### src/rtl/dht11_responder.sv
// dht11_responder
//   Sensor-side DHT11 emulator on a single-wire open-drain bus. It waits for
//   the host start pulse, answers with the 80us low / 80us high acknowledge,
//   then sends a 40-bit frame {hum_int, hum_float, temp_int, temp_float, chk},
//   MSB first. Each bit is a 50us low followed by a 26us (0) or 70us (1) high.
//   The frame ends with a 50us tail low.
//
// Ports
//   clock           system clock
//   reset           asynchronous, active-high reset
//   line_in         raw bus level from the pad (synchronized internally)
//   line_drive_low  1 = pull the bus low, 0 = release it
//   hum_int         humidity integer byte
//   hum_float       humidity fractional byte
//   temp_int        temperature integer byte
//   temp_float      temperature fractional byte
//   corrupt_checksum  (FAULT_INJECT_EN only) flip checksum bit 0 when latched
//   busy            high from start-pulse acceptance until the end of the frame
//   frame_done      one-cycle pulse after the tail low
//
// Optional build macro: FAULT_INJECT_EN adds corrupt_checksum.
module dht11_responder #(
  parameter int CLK_FREQ_HZ   = 50_000_000,
  parameter int START_MIN_US  = 18000,
  parameter int RESP_DELAY_US = 30
) (
  input  logic       clock,
  input  logic       reset,
  input  logic       line_in,
  output logic       line_drive_low,
  input  logic [7:0] hum_int,
  input  logic [7:0] hum_float,
  input  logic [7:0] temp_int,
  input  logic [7:0] temp_float,
`ifdef FAULT_INJECT_EN
  input  logic       corrupt_checksum,
`endif
  output logic       busy,
  output logic       frame_done
);

  localparam int CYC_US = CLK_FREQ_HZ / 1_000_000;
  localparam int CYC_W  = $clog2(CYC_US + 1);
  localparam int US_MAX_A = (START_MIN_US > 80) ? START_MIN_US : 80;
  localparam int US_MAX   = (US_MAX_A > RESP_DELAY_US) ? US_MAX_A : RESP_DELAY_US;
  localparam int US_W     = $clog2(US_MAX + 1);

  localparam logic [CYC_W-1:0] CYC_LAST  = CYC_W'(CYC_US - 1);
  localparam logic [US_W-1:0]  US_SAT    = US_W'(US_MAX);
  localparam logic [US_W-1:0]  START_MIN = US_W'(START_MIN_US);
  localparam logic [US_W-1:0]  T_RESP    = US_W'(RESP_DELAY_US - 1);
  localparam logic [US_W-1:0]  T_ACK     = US_W'(80 - 1);
  localparam logic [US_W-1:0]  T_LOW     = US_W'(50 - 1);
  localparam logic [US_W-1:0]  T_ZERO    = US_W'(26 - 1);
  localparam logic [US_W-1:0]  T_ONE     = US_W'(70 - 1);

  typedef enum logic [2:0] {
    IDLE, START_LOW, WAIT_RESP, ACK_LOW, ACK_HIGH, BIT_LOW, BIT_HIGH, TAIL_LOW
  } state_t;

  state_t            state, state_next;
  logic              line_p0, line_p1;
  logic [CYC_W-1:0]  cyc_cnt;
  logic [US_W-1:0]   us_cnt;
  logic [5:0]        bit_idx;
  logic [39:0]       frame;
  logic              cyc_last;
  logic              load_frame, idx_load, idx_dec, done_set;
  logic              cur_bit;
  logic [7:0]        chk;

  // The us counter stops at its top value so an endless host low cannot wrap it.
  function automatic logic [US_W-1:0] sat_inc(input logic [US_W-1:0] v);
    return (v == US_SAT) ? v : v + 1'b1;
  endfunction

  // Byte-wise sum, carry discarded by the 8-bit result width.
  function automatic logic [7:0] checksum(input logic [7:0] a, input logic [7:0] b,
                                          input logic [7:0] c, input logic [7:0] d);
    return a + b + c + d;
  endfunction

  // Stage p0/p1: two-flop synchronizer; the idle bus level is high.
  always_ff @(posedge clock or posedge reset) begin
    if (reset) begin
      line_p0 <= 1'b1;
      line_p1 <= 1'b1;
    end else begin
      line_p0 <= line_in;
      line_p1 <= line_p0;
    end
  end

  assign cyc_last = (cyc_cnt == CYC_LAST);
  assign cur_bit  = frame[bit_idx];

  always_comb begin
    chk = checksum(hum_int, hum_float, temp_int, temp_float);
`ifdef FAULT_INJECT_EN
    chk = chk ^ {7'b0, corrupt_checksum};
`endif
  end

  always_comb begin
    state_next     = state;
    load_frame     = 1'b0;
    idx_load       = 1'b0;
    idx_dec        = 1'b0;
    done_set       = 1'b0;
    line_drive_low = 1'b0;
    busy           = 1'b1;
    case (state)
      IDLE: begin
        busy = 1'b0;
        if (!line_p1) state_next = START_LOW;
      end
      START_LOW: begin
        busy = 1'b0;
        if (line_p1) state_next = (us_cnt >= START_MIN) ? WAIT_RESP : IDLE;
      end
      WAIT_RESP: begin
        if (cyc_last && us_cnt == T_RESP) begin
          load_frame = 1'b1;
          state_next = ACK_LOW;
        end
      end
      ACK_LOW: begin
        line_drive_low = 1'b1;
        if (cyc_last && us_cnt == T_ACK) state_next = ACK_HIGH;
      end
      ACK_HIGH: begin
        if (cyc_last && us_cnt == T_ACK) begin
          idx_load   = 1'b1;
          state_next = BIT_LOW;
        end
      end
      BIT_LOW: begin
        line_drive_low = 1'b1;
        if (cyc_last && us_cnt == T_LOW) state_next = BIT_HIGH;
      end
      BIT_HIGH: begin
        if (cyc_last && us_cnt == (cur_bit ? T_ONE : T_ZERO)) begin
          if (bit_idx == 6'd0) begin
            state_next = TAIL_LOW;
          end else begin
            idx_dec    = 1'b1;
            state_next = BIT_LOW;
          end
        end
      end
      TAIL_LOW: begin
        line_drive_low = 1'b1;
        if (cyc_last && us_cnt == T_LOW) begin
          done_set   = 1'b1;
          state_next = IDLE;
        end
      end
      default: state_next = IDLE;
    endcase
  end

  always_ff @(posedge clock or posedge reset) begin
    if (reset) begin
      state      <= IDLE;
      cyc_cnt    <= '0;
      us_cnt     <= '0;
      bit_idx    <= '0;
      frame_done <= 1'b0;
    end else begin
      state      <= state_next;
      frame_done <= done_set;
      // Phase timers restart on every state change.
      if (state_next != state) begin
        cyc_cnt <= '0;
        us_cnt  <= '0;
      end else if (cyc_last) begin
        cyc_cnt <= '0;
        us_cnt  <= sat_inc(us_cnt);
      end else begin
        cyc_cnt <= cyc_cnt + 1'b1;
      end
      if (idx_load)     bit_idx <= 6'd39;
      else if (idx_dec) bit_idx <= bit_idx - 1'b1;
    end
  end

  // Frame payload is data only: captured once per frame, no reset needed.
  always_ff @(posedge clock) begin
    if (load_frame) frame <= {hum_int, hum_float, temp_int, temp_float, chk};
  end

endmodule

### config.mk
export PLATFORM = sky130hd
export DESIGN_NAME = dht11_responder
export DESIGN_NICKNAME = d
export VERILOG_FILES = /design/src/rtl/dht11_responder.sv
export SDC_FILE = /design/constraint.sdc
export NUM_CORES = 1
export LEC_CHECK = 0
export CORE_UTILIZATION = 35
export CTS_CLUSTER_DIAMETER = 200
export CTS_CLUSTER_SIZE = 25
export DETAILED_ROUTE_END_ITERATION = 8
export PLACE_DENSITY_LB_ADDON = 0.08
export SLEW_MARGIN = 40
export SYNTH_ARGS = -nofsm -noshare
export SYNTH_HDL_FRONTEND = slang
export SYNTH_SLANG_ARGS = --single-unit
export TNS_END_PERCENT = 100
### constraint.sdc
create_clock -name clock -period 13.6 [get_ports clock]
set_input_delay 1.36 -clock clock [delete_from_list [all_inputs] [get_ports clock]]
set_output_delay 1.36 -clock clock [all_outputs]
set_load 0.05 [all_outputs]
* After elaboration in Yosys (flattened, before gate mapping)
Cells that the tools add are included.
Word-level totals: flip-flop bits (word level) 73
Operators by class: add/sub/neg operators 6, reductions and logical operators 11, $lt $le $gt $ge 2, multiplexer cells 32, eq/ne operators 15
Operators with widths (count):
- 15-bit two-way mux | 3
- 8-bit adder | 3
- 3-bit two-way mux | 8
- 6-bit two-way mux | 4
- 3-bit case mux with 8 select lines | 1
- 15-bit by 1-bit adder with 15-bit output (second input constant) | 1
- 15-bit equality test (second input constant) | 1
- 15-bit by 5-bit equality test with 1-bit output (second input constant) | 1
- 15-bit by 6-bit equality test with 1-bit output (second input constant) | 1
- 15-bit by 7-bit equality test with 1-bit output | 1
- 15-bit by 7-bit equality test with 1-bit output (second input constant) | 1
- 15-bit greater-or-equal comparator (second input constant) | 1
- 3-bit equality test (second input constant) | 4
- 1-bit two-way mux | 12
- 6-bit by 7-bit < comparator with 1-bit output (second input constant) | 1
- 7-bit two-way mux | 1
- 6-bit by 1-bit adder with 6-bit output (second input constant) | 1
- 1-bit binary-select mux with 6-bit select | 1
- 3-bit by 2-bit equality test with 1-bit output (second input constant) | 2
- 6-bit equality test (second input constant) | 1
- 6-bit zero test | 1
- 6-bit by 1-bit subtractor with 6-bit output (second input constant) | 1
- 1-bit logical AND | 4
- 2-bit two-way mux | 2
- 8 further kinds | 9

* Longest topological paths before layout
depth after elaboration 10, depth in mapped cells 11, depth with buffers taken out 11

* Least setup slack after synthesis
No wires, ideal clock.
path kind register -> register, from reg us_cnt[14], to reg frame[0] (enable), path slack 8.953 ns, period minus slack after synthesis 4.647 ns, data required time 13.113 ns, arrival time 4.160 ns, cell stages (with the launch flop) 5, path through dfrtp_1 > nor4_1 > nand2_1 > or4_1 > nor3_1
Between the ends: cells in the longest elaborated chain, start to end 4
Ends and longest elaborated chain:
- from (decl) | line 64 | logic [US_W-1:0] us_cnt;
- from (signal assigned) | line 178 | us_cnt <= sat_inc(us_cnt);
- 15-bit by 5-bit equality test with 1-bit output | line 122 | if (cyc_last && us_cnt == T_RESP) begin
- 1-bit logical AND | line 122
- 1-bit two-way mux | line 122
- 1-bit two-way mux | line 112 | case (state)
- via load_frame | line 68 | logic load_frame, idx_load, idx_dec, done_set;
- to (signal assigned) | line 189 | if (load_frame) frame <= {hum_int, hum_float, temp_int, temp_float, chk};
- to (decl) | line 66 | logic [39:0] frame;
The timed path passes the listed nets, and every way through them passes these cells. A chain may end at the register's enable or synchronous reset.

* Final worst setup path
from in hum_int[1], to reg frame[7], data pin
Between the ends: cells in the longest elaborated chain, start to end 3
Ends and longest elaborated chain:
- from (decl) | line 31 | input logic [7:0] hum_int,
- 8-bit adder (3 in series) | line 80 | return a + b + c + d;
- via chk[7] | line 70 | logic [7:0] chk;
The timed path passes the listed nets, and every way through them passes these cells.

==> summary.md <==
| Metric | Value |
|---|---|
| Minimum clock period | `roughly 4.0 ns` |
| Layout cell share with drive strength beyond 1 | `9.399%` |
| Post-Syn Area | `roughly 4100 um2` |
| Synth top cells by count | `edfxtp_1, dfrtp_1, nor2_1` |
| Yosys cell types | `57` |
| Syn nets | `402` |
| Drt initial violations | `between 150 and 200` |
| Cell taking the most area after synthesis | `edfxtp_1` |
| Least-Margin Pin Slew | `0.6983 ns` |
| Final WL | `~8400 um` |
| Vias per cell | `5.032` |
| Hpwl dp | `6122 um` |
| Slew Limit Fails | `0` |
| Seq/Total Area, Yosys | `49.32%` |
| # rows | `39` |
| Hold buffer count at cts | `0` |
| Multi-input gate area | `1947 um2` |
| Post_cts resized | `0` |
| Post-CTS Setup Bufs | `0` |
| Status | `finished, final reports clean` |
| Clk slew on worst S/H paths | `0.06 ns` |
| Fin Hold WS | `0.3575 ns` |
| Final setup violation count | `0` |
| Power Dens Cells | `around 120 nW/um2` |
| Setup TNS | `0 ns` |
| WL/cell | `15.93 um` |
| Crit Path Category | `in -> reg` |
| Share of the synthesized area in the top cell type | `29.19%` |
| Die Span X | `about 110 um` |
| FFs w/ async S/R, synth | `45.21%` |
| Static Leak | `1.933 nW` |
| Worst-Skew Late Latency | `0.34 ns` |
| First-pass GRT wire length | `14100 um` |
| Number of synthesized flops with an enable pin | `40` |
| CTS tree | `yes` |
| Sinks on Clock Net | `73` |
| CP arrival | `4.08 ns` |
| Initial antenna violation count | `0` |
| Simple-gate share of the synthesized area | `15.90%` |
| GPL Wtd Cong | `approximately 0.76` |
| Number of port buffers | `37` |
| Num CTS Buffers | `9` |
| Maximum vdd drop | `0.07293 mV` |
| Fin crit share | `just under 30%` |
| Mux cell area share after synthesis | `8.513%` |
| Vias | `2647` |
| Area after DPL | `4628 um2` |
| Adder-cell share of the synthesized area | `10.76%` |
| DRC | `0` |
| Clk_skew | `between 0.007 and 0.008 ns` |
| Final net count | `441` |
| Crit-path max FO | `2` |
| Ys flop type | `edfxtp_1` |
| Fmax | `250.5 MHz` |
| Die area | `12190 um2` |
| Compound-Gate Fraction of Synth Area | `under 10%` |
| Synth warnings | `0` |
| Synth top area cells | `edfxtp_1, dfrtp_1, fa_1, ha_1, xnor2_1` |
| GRT Total Usage | `15.02%` |
| Fillers | `1083` |
| IO Count | `38` |
| Clock Path Buffers | `2` |
| Root Driver | `clkbuf_16` |
| Required @ worst endpoint | `13.68 ns` |
| CP endpoint kind | `register` |
| Area Overhead vs Synth | `19.79%` |
| Avg Synthesized Cell Area | `12.10 um2` |
| RSZ-0062 raised after global routing | `false` |
| DRT Pass-1 Iters | `4` |
| Fin area | `4930 um2` |
| Number of global-route vias before repair | `2718` |
| Rel. slew slack | `53.02%` |
| XOR/XNOR Fraction of Synth Area | `~6.2%` |
| Syn Inst Count | `340` |
| Antenna diode instance count | `0` |
| Die Y | `110.4 um` |
| Max-cap violations | `0` |
| Startpoint Class | `input pin` |
| Core box area | `approximately 11000 um2` |
| Final ANT Viol Nets | `0` |
| Combinational family with the most area after synthesis | `simple AND/OR/NAND/NOR gates` |
| Largest net degree at the start of global routing | `41` |
| Worst hold-check path type | `reg -> reg` |
| Most common cell in the netlist | `edfxtp_1` |
| GRT overflow | `0` |
| H-tree depth | `3` |
| Initial Util | `36.04%` |
| #FFs+latches synth | `73` |
| Storage element area | `2031 um2` |
| Final Hold Fails | `0` |
-- metrics by stage --
step | setup slack, ns | power [W] | utilization (%) | cells
detailed placement | 9.235 | 0.0003340 | 40.53 | 511
finish | 9.608 | 0.0005767 | 43.17 | 526
floorplan | 8.953 | 0.0003069 | - | 340
global route | 9.436 | 0.0006052 | 43.17 | 526
global placement | 9.274 | 0.0003344 | 40.52 | 511
CTS | 9.596 | 0.0005864 | 43.17 | 526
-- flip-flops by register name (all words and copies together) (netlist names) --
signal,cells
line_p1,1
line_p0,1
us_cnt,15
cyc_cnt,6
state,3
frame_done,1
frame,40
bit_idx,6
-- power breakdown --
part           internal [W]  total [W]  switching, W
registers          0.000244   0.000249    0.00000515
logic             0.0000411  0.0000795     0.0000384
clock network      0.000159   0.000248     0.0000897
total              0.000444   0.000577      0.000133
-- worst max-delay path, cell delays in order --
cell             delay [ns]
clkdlybuf4s50_1        0.45
fa_1                   0.51
fa_1                   0.52
ha_1                   0.18
inv_1                  0.06
fa_1                   0.39
inv_1                  0.07
a21o_1                 0.11
a21oi_1                0.09
o21bai_1               0.13
a21oi_1                0.09
xnor2_1                0.12
-- kinds of logic after synthesis --
group / count (synthesis)
AOI/OAI and AO/OA: 32
xor gates and xnor gates: 29
adders and majority gates: 27
buffers and inverters: 33
DFF: 73
muxes: 22
and+or+nand+nor: 124
-- layout by cell type, fill, tap and decap left out, drive strengths merged, types with 3 or more instances in the layout --
master and instances:
a21o 3, a21oi 5, and2 5, and3 6, buf 3, clkbuf 11, clkdlybuf4s50 37, dfrtp 31
edfxtp 40, fa 14, ha 13, inv 21, mux2 13, mux4 7, nand2 24, nand3 11
nand4 7, nand4b 3, nor2 30, nor2b 6, nor3 5, nor3b 5, nor4 7, o211ai 6
o21ai 3, o21bai 3, or3 4, xnor2 18, xor2 11
-- layout make-up --
type	count	area share (%)
clock inverter	4	1.396
tap	143	3.629
sequential	73	41.19
timing repair buffer	40	7.970
multi-input combinational	234	39.49
clock buffer	11	4.721
inverter	21	1.599
-- worst paths after layout --
path                       slack [ns]         end       start  depth (start not counted)
setup / recovery                 9.61    frame[7]  hum_int[1]                         12
hold / removal                   0.36     line_p1     line_p0                          0
setup reg to reg                10.40  bit_idx[4]  bit_idx[0]                          7
hold reg to reg                  0.36     line_p1     line_p0                          0
max in group asynchronous       11.84     line_p0       reset                          3
min in group asynchronous        1.42  bit_idx[3]       reset                          3
-- routing by layer --
| layer | up-vias | wire length (um) | GRT usage (%) |
|---|---|---|---|
| met2 | 62 | 3714 | 21.86 |
| met4 | 0 | 73 | 4.089 |
| met1 | 1271 | 4177 | 20.88 |
| li1 | 1308 | - | - |
| met5 | - | 0 | 0 |
| met3 | 6 | 412 | 5.708 |
No activity file was read; power rests on OpenSTA's default activity.
